### src/rtl/psum_pkg.sv
// Shared types and default widths for the partial-sum accumulator.
package psum_pkg;

    localparam int PSUM_DATA_WIDTH = 32;
    localparam int PSUM_ADDR_WIDTH = 32;

    typedef enum logic [1:0] {
        ST_IDLE  = 2'd0,
        ST_ACCUM = 2'd1,
        ST_DRAIN = 2'd2
    } psum_state_t;

    // Control part of an S1/S2 pipeline entry; address and data are kept
    // beside it because their widths follow the module parameters.
    typedef struct packed {
        logic vld;
        logic first;
    } pipe_entry_t;

endpackage

### src/rtl/psum_adder.sv
// Partial-sum adder: wraps by default, saturates when PSUM_SAT_EN is defined.
// Latency: combinational.
// Backpressure: none.
module psum_adder
    import psum_pkg::*;
#(
    parameter int DATA_WIDTH = PSUM_DATA_WIDTH
) (
    input  logic [DATA_WIDTH-1:0] operand,
    input  logic [DATA_WIDTH-1:0] data,
    output logic [DATA_WIDTH-1:0] sum
);

    logic [DATA_WIDTH-1:0] raw;

    assign raw = operand + data;

`ifdef PSUM_SAT_EN
    logic ovf;

    // Overflow only when both operands share a sign the result lost.
    assign ovf = (operand[DATA_WIDTH-1] == data[DATA_WIDTH-1]) &&
                 (raw[DATA_WIDTH-1] != operand[DATA_WIDTH-1]);

    always_comb begin
        sum = raw;
        if (ovf) begin
            sum = operand[DATA_WIDTH-1] ? {1'b1, {(DATA_WIDTH-1){1'b0}}}
                                        : {1'b0, {(DATA_WIDTH-1){1'b1}}};
        end
    end
`else
    assign sum = raw;
`endif

endmodule

### src/rtl/psum_accum.sv
// Read-modify-write psum accumulator with drain streamer (optional PSUM_SAT_EN saturation).
// Latency: 2 cycles acceptance -> buf_wren; drain words appear 1 cycle after each read.
// Backpressure: in_ready low only while draining; the drain stream has no backpressure.
module psum_accum
    import psum_pkg::*;
#(
    parameter int DATA_WIDTH = PSUM_DATA_WIDTH,
    parameter int ADDR_WIDTH = PSUM_ADDR_WIDTH
) (
    input  logic                  clk,
    input  logic                  rst,
    input  logic                  in_valid,
    output logic                  in_ready,
    input  logic [ADDR_WIDTH-1:0] in_addr,
    input  logic [DATA_WIDTH-1:0] in_data,
    input  logic                  in_first,
    output logic [ADDR_WIDTH-1:0] buf_raddr,
    input  logic [DATA_WIDTH-1:0] buf_rdat,
    output logic [ADDR_WIDTH-1:0] buf_waddr,
    output logic [DATA_WIDTH-1:0] buf_wdat,
    output logic                  buf_wren,
    input  logic                  drain_start,
    input  logic [ADDR_WIDTH-1:0] drain_base,
    input  logic [ADDR_WIDTH-1:0] drain_len,
    output logic                  out_valid,
    output logic [DATA_WIDTH-1:0] out_data,
    output logic                  out_last,
    output logic                  busy
);

    localparam logic [ADDR_WIDTH-1:0] A_ONE = ADDR_WIDTH'(1);

    psum_state_t           state;
    psum_state_t           state_nxt;
    pipe_entry_t           s1;
    logic [ADDR_WIDTH-1:0] s1_addr;
    logic [DATA_WIDTH-1:0] s1_data;
    logic                  hold_vld;
    logic [ADDR_WIDTH-1:0] hold_addr;
    logic [DATA_WIDTH-1:0] hold_dat;
    logic [ADDR_WIDTH-1:0] drn_base;
    logic [ADDR_WIDTH-1:0] drn_len;
    logic [ADDR_WIDTH-1:0] drn_cnt;
    logic                  drain_rd;
    logic                  xfer;
    logic [DATA_WIDTH-1:0] operand;
    logic [DATA_WIDTH-1:0] sum;

    always_ff @(posedge clk or negedge rst) begin
        if (!rst) begin
            state <= ST_IDLE;
        end else begin
            state <= state_nxt;
        end
    end

    always_comb begin
        state_nxt = state;
        case (state)
            ST_IDLE: begin
                if (in_valid) begin
                    state_nxt = ST_ACCUM;
                end else if (drain_start && (drain_len != '0)) begin
                    state_nxt = ST_DRAIN;
                end
            end
            ST_ACCUM: begin
                if (!in_valid && !s1.vld && !buf_wren) begin
                    state_nxt = ST_IDLE;
                end
            end
            ST_DRAIN: begin
                if (out_last) begin
                    state_nxt = ST_IDLE;
                end
            end
            default: state_nxt = ST_IDLE;
        endcase
    end

    // Read port is shared: drain reads while draining, S0 lookups otherwise.
    always_comb begin
        in_ready  = 1'b0;
        drain_rd  = 1'b0;
        buf_raddr = '0;
        case (state)
            ST_IDLE, ST_ACCUM: in_ready = rst;
            ST_DRAIN:          drain_rd = (drn_cnt != drn_len);
            default:           in_ready = 1'b0;
        endcase
        if (drain_rd) begin
            buf_raddr = drn_base + drn_cnt;
        end else if (in_valid && in_ready) begin
            buf_raddr = in_addr;
        end
    end

    assign xfer     = in_valid && in_ready;
    assign busy     = (state != ST_IDLE) || s1.vld || buf_wren;
    assign out_data = out_valid ? buf_rdat : '0;

    // Newest write wins: the one still in S2, then the one that just landed
    // in the buffer after S1's read was already issued.
    always_comb begin
        if (s1.first) begin
            operand = '0;
        end else if (buf_wren && (buf_waddr == s1_addr)) begin
            operand = buf_wdat;
        end else if (hold_vld && (hold_addr == s1_addr)) begin
            operand = hold_dat;
        end else begin
            operand = buf_rdat;
        end
    end

    psum_adder #(
        .DATA_WIDTH(DATA_WIDTH)
    ) u_adder (
        .operand(operand),
        .data   (s1_data),
        .sum    (sum)
    );

    always_ff @(posedge clk or negedge rst) begin
        if (!rst) begin
            s1        <= '0;
            s1_addr   <= '0;
            s1_data   <= '0;
            buf_wren  <= 1'b0;
            buf_waddr <= '0;
            buf_wdat  <= '0;
            hold_vld  <= 1'b0;
            hold_addr <= '0;
            hold_dat  <= '0;
        end else begin
            s1.vld <= xfer;
            if (xfer) begin
                s1.first <= in_first;
                s1_addr  <= in_addr;
                s1_data  <= in_data;
            end
            buf_wren <= s1.vld;
            if (s1.vld) begin
                buf_waddr <= s1_addr;
                buf_wdat  <= sum;
            end
            hold_vld  <= buf_wren;
            hold_addr <= buf_waddr;
            hold_dat  <= buf_wdat;
        end
    end

    always_ff @(posedge clk or negedge rst) begin
        if (!rst) begin
            drn_base  <= '0;
            drn_len   <= '0;
            drn_cnt   <= '0;
            out_valid <= 1'b0;
            out_last  <= 1'b0;
        end else begin
            if ((state == ST_IDLE) && (state_nxt == ST_DRAIN)) begin
                drn_base <= drain_base;
                drn_len  <= drain_len;
                drn_cnt  <= '0;
            end else if (drain_rd) begin
                drn_cnt <= drn_cnt + A_ONE;
            end
            out_valid <= drain_rd;
            out_last  <= drain_rd && ((drn_cnt + A_ONE) == drn_len);
        end
    end

endmodule

### config.mk
export PLATFORM = sky130hd
export DESIGN_NAME = psum_accum
export DESIGN_NICKNAME = d
export VERILOG_FILES = /design/src/rtl/psum_pkg.sv /design/src/rtl/psum_adder.sv /design/src/rtl/psum_accum.sv
export SDC_FILE = /design/constraint.sdc
export NUM_CORES = 1
export LEC_CHECK = 0
export ABC_CLOCK_PERIOD_IN_PS = 5300
export CAP_MARGIN = 25
export CORE_MARGIN = 2
export CORE_UTILIZATION = 25
export CTS_BUF_LIST = sky130_fd_sc_hd__clkbuf_8
export DETAILED_ROUTE_END_ITERATION = 12
export DONT_BUFFER_PORTS = 1
export PLACE_DENSITY = 0.37
export SLEW_MARGIN = 5
export SYNTH_ARGS = -nofsm -noshare
export SYNTH_HDL_FRONTEND = slang
export SYNTH_SLANG_ARGS = --single-unit
### constraint.sdc
create_clock -name clk -period 5.3 [get_ports clk]
set_input_delay 1.325 -clock clk [delete_from_list [all_inputs] [get_ports clk]]
set_output_delay 1.325 -clock clk [all_outputs]
set_load 0.05 [all_outputs]
Word level (Yosys, flattened, before mapping)
Cells that the tools add are included.

word-level totals
  bits in registers = 296
  input port bits = 165
  output and inout port bits = 133

operators by class
  $add $sub $neg = 3
  eq/ne operators = 7
  multiplexer cells = 15
  reduce and logical (&&, ||, !) cells = 18

operators by type and width
  cell                                            number
  two-way mux 32 bit                              8
  == test 32 bit                                  3
  adder 32 bit                                    2
  adder 32 x 1 -> 32 bit (second input constant)  1
  inequality test 32 bit                          1
  nonzero test 32 bit                             1
  logical AND 1 bit                               8
  two-way mux 2 bit                               4
  one-hot mux 2 bit (3 select lines)              1
  == test 2 bit (second input constant)           2
  nonzero test 2 bit                              2
  logical NOT 1 bit                               3
  == test 2 x 1 -> 1 bit (second input constant)  1
  logical NOT 2 bit                               1
  logical OR 1 bit                                2
  two-way mux 1 bit                               2
  OR reduction 2 bit                              1

Longest topological paths before layout
  depth after elaboration = 8
  gate-level depth with buffers = 19
  gate-level depth less buffers = 18

Hierarchy
Synthesis repeated with hierarchy kept, for this count alone.

second synthesis, totals
  cell total of the unflattened synthesis = 1,852
  area total of the unflattened synthesis = 17,030.1 µm²

by module, submodules not included
  module      times used  cells each  area an instance (µm²)
  psum_accum  1           1,616       15,304.7
  psum_adder  1           236         1,725.4

Worst setup path after synthesis
OpenSTA, ideal clock, no wires.

  path type = reg2out
  from = register drn_cnt[0]
  to = output buf_raddr[28]
  data arrival time = 3.596 ns
  slack = 0.379 ns
  cell stages (with the launch flop) = 13
  cells stage by stage = dfrtp_1 -> ha_1 -> inv_1 -> fa_1 -> nor2b_1 -> o31a_1 -> nor4_1 -> o21ai_0 -> o31ai_1 -> a21oi_1 -> o211a_1 -> o21a_1 -> o31ai_1

on the way
  cells in the longest elaborated chain, start to end = 3
  elaborated cells between the ends (all ways) = 4

ends and longest elaborated chain
  item                                                                  RTL line           RTL
  from (decl)                                                           psum_accum.sv:43   logic [ADDR_WIDTH-1:0] drn_cnt;
  from (signal assigned)                                                psum_accum.sv:166  drn_cnt <= drn_cnt + A_ONE;
  parallel branches: the longest is 2 deep, another holds adder 32 bit  n/a
  two-way mux 32 bit (*)                                                psum_accum.sv:91   if (drain_rd) begin
  to (decl)                                                             psum_accum.sv:17   output logic [ADDR_WIDTH-1:0] buf_raddr,

Every way passes the cells marked *.

Final worst setup path
  from = register drn_cnt[8]
  to = output buf_raddr[29]

The elaborated chain is that of the path after synthesis.

==> reports/results.txt <==
GRT Total Usage = 16.5%
initial antenna violation count = 6
P&R area growth vs syn = 17.9%
Setup Skew = 0.0436 ns
crit path cell chain = ha_2 > and4_1 > nand4_1 > o21ai_1 > o2111ai_2 > a211oi_2 > nor3b_2 > o21ai_0 > xnor2_1 > o21ai_1 > buf_4
post-synth top area cell = dfrtp_1
port bufs = 0
NetSw = 5050 uW
total CTS buffers = 57
unrepaired setup endpoints after global routing = yes
run status = completed
Setup Buffers After CTS = 0
GR Overflow Total = 0
Placer Congestion = 0.829
Internal Pwr Total = 6020 uW
DP HPWL = 43.6 mm
via count = 13100
grt peak-use layer = met2
PD cells = 561 nW/um2
CTS max path bufs = 3
Tot Pwr = 11100 uW
met2 usage = 26.1%
post-synthesis adder-cell area fraction = 4.95%
Setup crit end kind = primary output
largest net degree at the start of global routing = 298
switch share = 45.6%
post-synthesis compound-gate area fraction = 9.76%
sequential fraction of the synthesis area = 44.3%
vias in the first global route = 13700
CTS tree = built
Setup CP Type = flip-flop to primary output
WP data required = 3.97 ns
Simple-Gate Fraction of Synth Area = 20.3%
Synth area leaders = dfrtp_1, nand2_1, mux2_2
vias per cell = 4.69
Post-Syn Area = 16700 um2
worst-skew pair later-pin latency = 0.67 ns
synth cell count leaders = nand2_1, dfrtp_1, xnor2_1, nor2_1, mux2_2
largest family of logic cells by synthesized area = simple AND/OR/NAND/NOR gates
Comb power frac = 40.3%
Post-Synth XOR/XNOR Area = 9.95%
Die H = 263 um
Post-Syn Nets = 2036
FMAX = 196 MHz
Most common cell on crit path = o21ai_1
Ports = 298
initial drt markers = 750
die span in x = 263 um
crit start category = flip-flop
Worst-path clk slew = 0.06 ns
Clock power frac = 20.5%
mux cell area share after synthesis = 8.15%
top cell type's share of synthesized area = 44.3%
fin crit period = 5.10 ns
peak supply drop = 0.000190 V
Slew Limit Fails = 0
Worst Hold Class = primary input to asynchronous set/reset pin
library cells used by synthesis = 76
met3 GRT Util = 4.47%
Post-synth EDFFs = 0
DRC viols = 0
relative slew slack = 40.0%
Flop pwr share = 39.2%
root buffer selected by CTS = clkbuf_8
Final ANT Viol Nets = 0
total core area = 66000 um2
asr flop ratio synth = 100%
Sink Count = 296
Initial Utilization = 25.3%
Hold Violations, Final = 0
max_cap viols = 0
crit path max fanout = 5
TritonRoute pass-1 iters = 5
Avg Cell Area, Syn = 9.26 um2
fraction of layout cells with a size suffix above 1 = 16.0%
Critical Path AT = 3.78 ns
die area = 69000 um2
first-pass GRT wire length = 87.0 mm
Most used DFF post-synth = dfrtp_1
Pleak = 0.00931 uW
final setup violating endpoints = 0
CTS hold repair buffers = 0
Post-Synthesis Cells = 1806
Tightest Pin Transition = 0.900 ns
FP Rows = 94
setup TNS = 0 ns
synth warn = 0
Slowest Stage Delay on Critical Path = 0.48 ns
top-count cell post-synth = nand2_1
synthesized flop and latch total = 296
routed len/inst = 20.7 um
slowest CP cell = dfrtp_1
post-route clock period utilization = 96.3%
CTS H-tree depth = 2
routed wire length = 57.6 mm
met1 Use GR = 22.3%
Nets = 2113
-- metrics by stage --
step / setup slack (ns) / instances / hold WS (ns) / util, % / area [um2]
CTS: -0.0353 / 2784 / 0.306 / 29.8 / 19600
detailed placement: 0.184 / 2688 / 0.470 / 28.0 / 18400
floorplan: 0.379 / 1806 / 0.352 / - / 16700
finish: 0.196 / 2788 / 0.367 / 29.9 / 19700
global route: -0.0147 / 2786 / 0.296 / 29.9 / 19700
global placement: 0.287 / 2688 / 0.469 / 28.0 / 18400
-- cells by family after synthesis --
group | Yosys count
DFF | 296
xor gates and xnor gates | 190
buffers and inverters | 108
muxes | 125
AOI/OAI and AO/OA | 258
adders and majority gates | 65
and+or+nand+nor | 764
-- registers in the layout, summed over array words and instances (netlist names) --
signal and flops:
s1_data 32, buf_wren 1, out_valid 1, drn_base 32
out_last 1, drn_len 32, s1 2, buf_waddr 32
s1_addr 32, state 2, hold_addr 32, hold_vld 1
hold_dat 32, buf_wdat 32, drn_cnt 32
-- cells in the final DEF, fill, tap and decap left out, types with 10 or more instances in the layout --
cell type	instances
or3_1	13
and3_1	10
o21ai_0	44
a21o_1	19
inv_1	48
xnor2_1	103
and2_1	35
mux2_2	89
nor2_1	97
nand2_1	457
nand4_1	32
clkbuf_8	73
nand3_1	33
buf_4	77
dfrtp_1	293
mux2i_1	36
nor3_1	15
ha_1	62
o21a_1	10
nor4_1	25
buf_12	15
o21ai_1	26
a21oi_1	68
xor2_1	87
-- path summary, 6_finish.rpt --
path | from | endpoint | slack (ns) | depth (start not counted)
max | drn_cnt[8] | buf_raddr[29] | 0.20 | 11
min | rst | hold_addr[12] | 0.37 | 0
max reg2reg | s1_addr[25] | buf_wdat[27] | 0.41 | 19
min reg2reg | s1_data[10] | s1_data[10] | 0.48 | 2
max in group asynchronous | rst | s1_data[22] | 4.44 | 0
min in group clk | s1_data[10] | s1_data[10] | 0.48 | 2
-- worst max-delay path: cells and delay by family (launching register included) --
kind            cells  cell delay [ns]
simple gates        3             0.49
fa+ha+maj           1             0.43
xor+xnor            1             0.10
compound gates      5             1.35
buf+inv             1             0.27
flops               1             0.48
-- power by group through the flow --
stage	Clock [uW]	Sequential, uW	Combinational [uW]
6_report	2270	4340	4460
4_1_cts	2390	4360	4490
2_1_floorplan	0	4580	2670
3_5_place_dp	0	4400	4440
3_3_place_gp	0	4390	4450
5_1_grt	2480	4470	4860
-- routing by layer --
layer,share of wire [%],vias up,wire [um]
met4,2.0,0,1160
met3,5.7,67,3280
met2,45,323,26000
met1,47,6322,27200
met5,0,-,0
li1,-,6351,-
-- cell type report --
class / instances / area, um2
diodes: 4 / 10.0
fillers: 6971 / 46300
flip-flops and latches: 296 / 7410
well taps: 864 / 1080
multi-input cells: 1402 / 9080
clock buffers: 73 / 1000
clock inverters: 23 / 114
repair buffers: 93 / 890
inverters: 33 / 124
-- repair_timing --
action | CTS | global route
gates resized for setup | 17 | 17
endpoints found under the setup margin | 11 | 17
pin swaps | 2 | 2
Note: power is estimated with default switching activity, not from simulation.
